File: src/rtl/fir_pkg.sv
// Shared types and helpers for the time-multiplexed FIR datapath.
// Holds the sequencer state encoding, default sizes and output saturation.
package fir_pkg;

    typedef enum logic [1:0] {
        IDLE,
        MAC,
        OUT
    } state_t;

    localparam int FIR_NTAPS = 16;
    localparam int FIR_DW    = 32;
    localparam int FIR_CW    = 16;
    localparam int FIR_SHIFT = 15;

    // Wide enough for any practical accumulator; callers truncate to dw bits.
    localparam int SAT_W = 128;

    function automatic logic signed [SAT_W-1:0] sat_shift(
        input logic signed [SAT_W-1:0] acc,
        input int                      dw,
        input int                      shift
    );
        logic signed [SAT_W-1:0] s;
        logic signed [SAT_W-1:0] hi;
        logic signed [SAT_W-1:0] lo;
        s  = acc >>> shift;
        hi = (SAT_W'(1) <<< (dw - 1)) - SAT_W'(1);
        lo = ~hi;
        if (s > hi) begin
            return hi;
        end
        if (s < lo) begin
            return lo;
        end
        return s;
    endfunction

endpackage

File: src/rtl/fir_sample_ring.sv
// Circular sample history: NTAPS x DW registers, one write and one read port.
// Clears to zero so a fresh filter behaves as if prefilled with silence.
module fir_sample_ring #(
    parameter int NTAPS = 16,
    parameter int DW    = 32,
    parameter int AW    = $clog2(NTAPS)
) (
    input  logic          clk,
    input  logic          rst_n,
    input  logic          we,
    input  logic [AW-1:0] wr_idx,
    input  logic [DW-1:0] wr_data,
    input  logic [AW-1:0] rd_idx,
    output logic [DW-1:0] rd_data
);

    logic [DW-1:0] mem [NTAPS];

    always_ff @(posedge clk or negedge rst_n) begin
        if (!rst_n) begin
            for (int i = 0; i < NTAPS; i++) begin
                mem[i] <= '0;
            end
        end else if (we) begin
            mem[wr_idx] <= wr_data;
        end
    end

    assign rd_data = mem[rd_idx];

endmodule

File: src/rtl/fir_mac_sequencer.sv
// Single-multiplier FIR: one sample in, NTAPS MAC cycles, one saturated
// output held until the consumer takes it.
module fir_mac_sequencer
    import fir_pkg::*;
#(
    parameter int NTAPS = FIR_NTAPS,
    parameter int DW    = FIR_DW,
    parameter int CW    = FIR_CW,
    parameter int SHIFT = FIR_SHIFT
) (
    input  logic                     clk,
    input  logic                     reset,
    input  logic                     in_valid,
    output logic                     in_ready,
    input  logic [DW-1:0]            in_data,
    input  logic                     coef_we,
    input  logic [$clog2(NTAPS)-1:0] coef_addr,
    input  logic [CW-1:0]            coef_data,
    output logic                     out_valid,
    input  logic                     out_ready,
    output logic [DW-1:0]            out_data,
    output logic                     busy
);

    localparam int AW   = $clog2(NTAPS);
    localparam int PW   = DW + CW;
    localparam int ACCW = DW + CW + AW;

    state_t state;
    state_t nxt;

    logic [AW-1:0]          wr_ptr;
    logic [AW-1:0]          k;
    logic [AW-1:0]          rd_idx;
    logic [DW-1:0]          ring_rd;
    logic signed [CW-1:0]   coef [NTAPS];
    logic signed [PW-1:0]   prod;
    logic signed [ACCW-1:0] acc;
    logic signed [ACCW-1:0] acc_sum;
    logic                   take;
    logic                   last;

    assign in_ready  = (state == IDLE);
    assign out_valid = (state == OUT);
    assign busy      = (state != IDLE);
    assign take      = (state == IDLE) && in_valid;
    assign last      = (k == AW'(NTAPS - 1));

    // Tap k pairs with the sample k steps older than the newest one.
    assign rd_idx  = wr_ptr - k;
    assign prod    = PW'(coef[k]) * PW'($signed(ring_rd));
    assign acc_sum = acc + ACCW'(prod);

    fir_sample_ring #(
        .NTAPS (NTAPS),
        .DW    (DW),
        .AW    (AW)
    ) u_ring (
        .clk     (clk),
        .rst_n   (reset),
        .we      (take),
        .wr_idx  (wr_ptr),
        .wr_data (in_data),
        .rd_idx  (rd_idx),
        .rd_data (ring_rd)
    );

    always_ff @(posedge clk or negedge reset) begin
        if (!reset) begin
            state <= IDLE;
        end else begin
            state <= nxt;
        end
    end

    always_comb begin
        nxt = state;
        unique case (state)
            IDLE:    if (in_valid)  nxt = MAC;
            MAC:     if (last)      nxt = OUT;
            OUT:     if (out_ready) nxt = IDLE;
            default: nxt = IDLE;
        endcase
    end

    always_ff @(posedge clk or negedge reset) begin
        if (!reset) begin
            wr_ptr   <= '0;
            k        <= '0;
            acc      <= '0;
            out_data <= '0;
        end else begin
            case (state)
                IDLE: begin
                    if (in_valid) begin
                        acc <= '0;
                        k   <= '0;
                    end
                end
                MAC: begin
                    acc <= acc_sum;
                    k   <= k + AW'(1);
                    if (last) begin
                        out_data <= DW'(sat_shift(SAT_W'(acc_sum), DW, SHIFT));
                    end
                end
                OUT: begin
                    if (out_ready) begin
                        wr_ptr <= wr_ptr + AW'(1);
                    end
                end
                default: ;
            endcase
        end
    end

    // Writes outside IDLE would corrupt a computation in flight.
    always_ff @(posedge clk or negedge reset) begin
        if (!reset) begin
            for (int i = 0; i < NTAPS; i++) begin
                coef[i] <= '0;
            end
        end else if ((state == IDLE) && coef_we) begin
            coef[coef_addr] <= coef_data;
        end
    end

endmodule

File: config.mk
export PLATFORM = sky130hd
export DESIGN_NAME = fir_mac_sequencer
export DESIGN_NICKNAME = d
export VERILOG_FILES = /design/src/rtl/fir_pkg.sv /design/src/rtl/fir_sample_ring.sv /design/src/rtl/fir_mac_sequencer.sv
export SDC_FILE = /design/constraint.sdc
export NUM_CORES = 2
export LEC_CHECK = 0
export ABC_AREA = 1
export CAP_MARGIN = 30
export CORE_MARGIN = 10
export CORE_UTILIZATION = 45
export CTS_CLUSTER_DIAMETER = 40
export DETAILED_ROUTE_END_ITERATION = 16
export MAX_ROUTING_LAYER = met4
export PLACE_DENSITY = 0.66
export SKIP_CTS_REPAIR_TIMING = 1
export SYNTH_ARGS = -nofsm -noshare
export SYNTH_HDL_FRONTEND = slang
export SYNTH_SLANG_ARGS = --single-unit
export TNS_END_PERCENT = 30
File: constraint.sdc
create_clock -name clk -period 7.85 [get_ports clk]
set_clock_uncertainty 0.05 [all_clocks]
set_input_delay 0.785 -clock clk [delete_from_list [all_inputs] [get_ports clk]]
set_output_delay 0.785 -clock clk [all_outputs]
set_load 0.005 [all_outputs]
## Word level (Yosys, flattened, before mapping)

Cells that the tools add are included.

- $add $sub $neg: 4
- Multiply operators: 1
- Divide/modulo/power cells: 0
- $lt $le $gt $ge: 8
- Eq/ne operators: 6
- Shift-type cells: 0
- Muxes and demuxes: 31
- Bitwise gates (word level): 4
- Reductions and logical operators: 11

Operator list:

| kind | count |
|---|---|
| bitwise mux 512 bit | 1 |
| bitwise mux 256 bit | 1 |
| two-way mux 32 bit | 7 |
| binary-select mux 32 bit (select 4 bit) | 1 |
| demux 32 bit (select 4 bit) | 1 |
| case mux 52 bit (2 select lines) | 1 |
| binary-select mux 16 bit (select 4 bit) | 1 |
| demux 16 bit (select 4 bit) | 1 |
| adder 52 x 48 -> 52 bit | 1 |
| two-way mux 52 bit | 1 |
| multiplier 16 x 32 -> 48 bit | 1 |
| two-way mux 16 bit | 3 |
| greater-than comparator 37 x 32 -> 1 bit (second input constant) | 1 |
| less-than comparator 37 x 32 -> 1 bit (second input constant) | 1 |
| >= comparator 5 bit (second input constant) | 4 |
| inverter 4 -> 5 bit | 4 |
| less-than comparator 5 x 1 -> 1 bit (second input constant) | 2 |
| adder 4 x 1 -> 4 bit (second input constant) | 2 |
| case mux 4 bit (2 select lines) | 1 |
| two-way mux 1 bit | 7 |
| two-way mux 2 bit | 3 |
| case mux 2 bit (3 select lines) | 1 |
| AND reduction 2 bit | 3 |
| == test 4 bit (second input constant) | 1 |
| other kinds (10) | 15 |

- Register bits after elaboration: 862
- Bits in latches: 0
- Memory bits (writable): 0
- Memory bits (read-only): 0
- Input bits: 57
- Output and inout bits: 35
- Word-level logic and storage cells: 102
- Memories: 0

## Logic depth before layout (Yosys ltp)

- Depth after elaboration: 16
- Mapped depth: 45
- Depth with buffers taken out: 41

## Cells and area by module

A second synthesis with hierarchy kept.

- Cells, all modules: 7567
- Area total of the unflattened synthesis: 60220.3 sq um

By module, submodules not included:

| module | times used | cells each | area an instance (sq um) | seq. area each (sq um) |
|---|---|---|---|---|
| fir_mac_sequencer | 1 | 4292 | 35676.7 | 8758.4 |
| fir_sample_ring | 1 | 3275 | 24543.5 | 12812.3 |

## Worst setup path after synthesis

Ideal clock, no wire load.

- Path kind: register to register
- Start point: reg k[2]
- End point: reg out_data[10]
- Arrival time: 8.085 ns
- Required time: 7.676 ns
- Path slack: -0.408 ns
- Stages on the path, launching flop included: 43
- Path buffers: 5
- Clock period less this slack: 8.258 ns
- Cells stage by stage: dfrtp_1 inv_1 buf_2 buf_1 buf_1 ha_1 a21oi_1 o21ai_1 xnor2_2 nand3_1 nand2_2 inv_1 clkbuf_1 nor2_1 inv_1 fa_1 inv_1 fa_1 [7 not listed] inv_1 ha_1 nand2_1 nor2_1 inv_1 nor2_1 nand2_1 nor2_1 nand2_1 nand3_1 nand2_1 nand2_1 nand3_1 nor2_1 nor2_1 nor2_2 buf_2 a21oi_1

- Longest elaborated chain between the ends: 14
- Elaborated cells between the ends (all ways): 25
- Those cells by class: add/sub: 2; mul: 1; order compare: 2; eq/ne: 1; mux: 16; bitwise: 2; reduce/logical: 1

RTL lines:

| item | RTL line | source |
|---|---|---|
| start: declaration | fir_mac_sequencer.sv:33 | `logic [AW-1:0] k;` |
| start signal: assignment | fir_mac_sequencer.sv:102 | `k <= k + AW'(1);` |
| subtractor 4 bit | fir_mac_sequencer.sv:50 | `assign rd_idx = wr_ptr - k;` |
| inverter 4 -> 5 bit (not written as such) | fir_sample_ring.sv:29 | `assign rd_data = mem[rd_idx];` |
| binary-select mux 32 bit (select 4 bit) | fir_sample_ring.sv:29 |  |
| two-way mux 32 bit (not written as such) (2 in a row) | fir_sample_ring.sv:29 |  |
| multiplier 16 x 32 -> 48 bit | fir_mac_sequencer.sv:51 | `assign prod = PW'(coef[k]) * PW'($signed(ring_rd));` |
| adder 52 x 48 -> 52 bit | fir_mac_sequencer.sv:52 | `assign acc_sum = acc + ACCW'(prod);` |
| less-than comparator 37 x 32 -> 1 bit | fir_pkg.sv:33 | `if (s < lo) begin` |
| two-way mux 1 bit (2 in a row) | fir_pkg.sv:33 |  |
| two-way mux 1 bit | fir_mac_sequencer.sv:103 | `if (last) begin` |
| two-way mux 1 bit | fir_mac_sequencer.sv:93 | `case (state)` |
| two-way mux 32 bit | fir_pkg.sv:36 | `return s;` |
| two-way mux 32 bit | fir_pkg.sv:33 |  |
| end signal: assignment | fir_mac_sequencer.sv:104 | `out_data <= DW'(sat_shift(SAT_W'(acc_sum), DW, SHIFT));` |
| end: declaration | fir_mac_sequencer.sv:21 | `output logic [DW-1:0] out_data,` |

Several ways; a longest one is shown, not always the timed one. The select of a mux whose other input is x is not followed.
A chain may end at the register's enable or synchronous reset.

## Worst setup path in the final report

- Start point: reg wr_ptr[0]
- End point: reg out_data[6]

- Longest elaborated chain between the ends: 14
- Elaborated cells between the ends (all ways): 19
- Those cells by class: add/sub: 2; mul: 1; order compare: 2; mux: 13; bitwise: 1

RTL lines:

| item | RTL line | source |
|---|---|---|
| start: declaration | fir_mac_sequencer.sv:32 | `logic [AW-1:0] wr_ptr;` |
| start signal: assignment | fir_mac_sequencer.sv:109 | `wr_ptr <= wr_ptr + AW'(1);` |
| subtractor 4 bit (*) | fir_mac_sequencer.sv:50 |  |
| inverter 4 -> 5 bit (not written as such) (*) | fir_sample_ring.sv:29 |  |
| binary-select mux 32 bit (select 4 bit) (*) | fir_sample_ring.sv:29 |  |
| two-way mux 32 bit (not written as such) (*) (2 in a row) | fir_sample_ring.sv:29 |  |
| multiplier 16 x 32 -> 48 bit (*) | fir_mac_sequencer.sv:51 |  |
| adder 52 x 48 -> 52 bit (*) | fir_mac_sequencer.sv:52 |  |
| less-than comparator 37 x 32 -> 1 bit | fir_pkg.sv:33 |  |
| two-way mux 1 bit (2 in a row) | fir_pkg.sv:33 |  |
| two-way mux 1 bit | fir_mac_sequencer.sv:103 |  |
| two-way mux 1 bit | fir_mac_sequencer.sv:93 |  |
| two-way mux 32 bit | fir_pkg.sv:36 |  |
| two-way mux 32 bit (*) | fir_pkg.sv:33 |  |

Mark *: on every way between the ends. The rest lies on a longest branch, timed or not. The select of a mux whose other input is x is not followed.

==> flow_summary.ini <==
[floorplan]
rows = 132
io-pin-count = 92
die_w_um = 381
core_area_um2 = 129000
floorplan.die_area_um2 = 145000
die-height_um = 381
start_util = 0.453

[synthesis]
syn_area_per_cell_um2 = 8.28
synthTopCellsByArea = dfrtp_1, fa_1, nand2_1
synth-seq-area-share = 0.367
syn_area_um2 = 58700
yosysTopAreaCell = dfrtp_1
ys_types = 44
yosysWarnings = 0
syn-num-nets = 7854
yosysTopAreaCellShare = 0.367
synth_cells = 7095
ys_seq_elements = 862

[routing]
wl_met1_mm = 77.0
first_pass_iters = 6
drt_iter0_markers = 4804
top_layer = met4
postRouteAntennaNets = 0
viasPerCell = 5.33
detail_route.wl_per_cell_um = 19.1
drcViolationCount = 0
vias = 49800
wl_met2_mm = 82.9
wl_met3_mm = 12.3
routed_wl_mm = 179

[setup_path]
cp-end-kind = flop
path_common_cell = fa_1
slowest_delay_ns = 0.54
startpoint_type = flop
critPathMaxFanout = 31
crit_type = reg2reg
worstPathRequired_ns = 8.47
slowest_stage = fa_1
cp.arrival_ns = 8.76

[run_status]
violations = negative setup slack
status = finished with violations

[timing]
finalCritPeriodShare = 1.04
tns_ns = -8.59
max-slew-margin-rel = 0.329
worst_slack_ns = -0.287
finalHoldViolCount = 0
setup_viol = 43
rsz0062_at_grt = true
period_minus_slack_ns = 8.14
fmax_mhz = 123
worst_slew_pin_slew_ns = 1.00
slew_violations = 0
hold-worst-slack_ns = 0.0965

[finish]
fillers = 11700
post_route_cells_drive_above_1_share = 0.137
layout_common_cells = nand2_1, inv_1, dfrtp_1
nets = 8246
finalCoreUtilization = 0.551
fin_area_um2 = 71400
seq_area_um2 = 21600
area_delta_synth_final_pct = 21.5
multi_input_area_um2 = 32500
mostFrequentLayoutCell = nand2_1

[clocking]
clock_path_buffers = 3
clk_latency_ns = 0.78
path_clk_slew_ns = 0.05
root_buffer = clkbuf_16
clock-sinks = 862
cts_buffers = 130
ctsHtreeMaxLevel = 4
cts_tree = yes

[hold_path]
hold_class = in2async

[global_routing]
grt_pass1_vias = 50500
grt_max_degree = 174
grt_util_all_layers = 0.251
gr-total-overflow = 0
antenna_found_initial = 5
grt_pass1_wl_mm = 284

[placed_design]
portBuffers = 91
place_area_um2 = 65300
place.gp.congestion = 0.966
place_hpwl_mm = 123

[run]
cap_violations = 0
## path summary, 6_finish.rpt
kind                                       start                    endpoint  slack [ns]  depth (start not counted)
min in group clk           coef[167]$_DFFE_PN0P_       coef[167]$_DFFE_PN0P_        0.43                          2
min                                        reset  u_ring.mem[65]$_DFFE_PN0P_         0.1                          1
max                        wr_ptr[0]$_DFFE_PN0P_     out_data[6]$_DFFE_PN0P_       -0.29                         37
max in group asynchronous                  reset         acc[41]$_DFFE_PN0P_        5.93                          3
min reg2reg                coef[167]$_DFFE_PN0P_       coef[167]$_DFFE_PN0P_        0.43                          2
max reg2reg                wr_ptr[0]$_DFFE_PN0P_     out_data[6]$_DFFE_PN0P_       -0.29                         37
## critical path: cells and delay by family (launching register included)
kind	cells	cell delay (ns)
buffers and inverters	11	1.56
flip-flops	1	0.38
AO/OA/AOI/OAI	6	0.81
adder cells (fa/ha/maj)	9	3.92
AND/OR/NAND/NOR	11	1.28
## state kept, by name, summed over array words and instances, names as in the netlist
| register | count |
|---|---|
| acc | 52 |
| coef | 256 |
| k | 4 |
| out_data | 32 |
| state | 2 |
| u_ring.mem | 512 |
| wr_ptr | 4 |
## through the flow
stage / setup slack (ns) / std cells
2_1_floorplan: 0.0222 / 7095
3_3_place_gp: -0.480 / 9072
3_5_place_dp: -0.542 / 9072
4_1_cts: -0.595 / 9303
5_1_grt: -0.612 / 9333
6_report: -0.287 / 9333
## final cells by class
cell class,instances,share of cell area
multi-input cells,4729,0.456
flip-flops and latches,862,0.302
repair buffers,664,0.0883
inverters,1099,0.0587
clock buffers,159,0.0493
well taps,1742,0.0305
clock inverters,72,0.0148
diodes,5,0.000175
repair inverters,1,0.000123
## cell usage after synthesis, drive strengths merged
cell type  number
inv          1062
o221ai          3
o31ai           1
nand3b          2
or3             6
a21oi         486
clkinv         37
a311o          13
o211ai         75
nand2        1603
a21boi          3
nand4          15
xnor2          15
a31o            1
a221oi         39
nand3         211
ha            147
buf           110
a211o           4
a22o           21
nor4            2
nor3           13
a31oi           1
o21ai         837
and2            2
a32o            2
o22ai           3
xor2           30
or2             3
clkbuf        295
nor2          567
mux2i          31
o21bai          5
o2111ai         1
dfrtp         862
o21a           32
fa            555
## metal layers
layer | vias to the layer above | track usage
li1 | 23000 | -
met1 | 24600 | 0.334
met2 | 1750 | 0.389
met3 | 348 | 0.0402
met4 | 0 | 0.0903
met5 | - | -
## cell families (layout without fill, tap and decap cells)
| group | Yosys count | after routing | synth area share |
|---|---|---|---|
| compound gates | 1527 | 1527 | 0.141 |
| xor+xnor | 45 | 45 | 0.00697 |
| fa+ha+maj | 702 | 702 | 0.221 |
| buf+inv | 1504 | 1995 | 0.0978 |
| flops | 862 | 862 | 0.367 |
| mux | 31 | 31 | 0.00529 |
| other cells | 0 | 5 | 0 |
| simple gates | 2424 | 2424 | 0.161 |
Power is not shown: default switching activity piles up to over one toggle a cycle in this logic, so the estimate is an artifact.
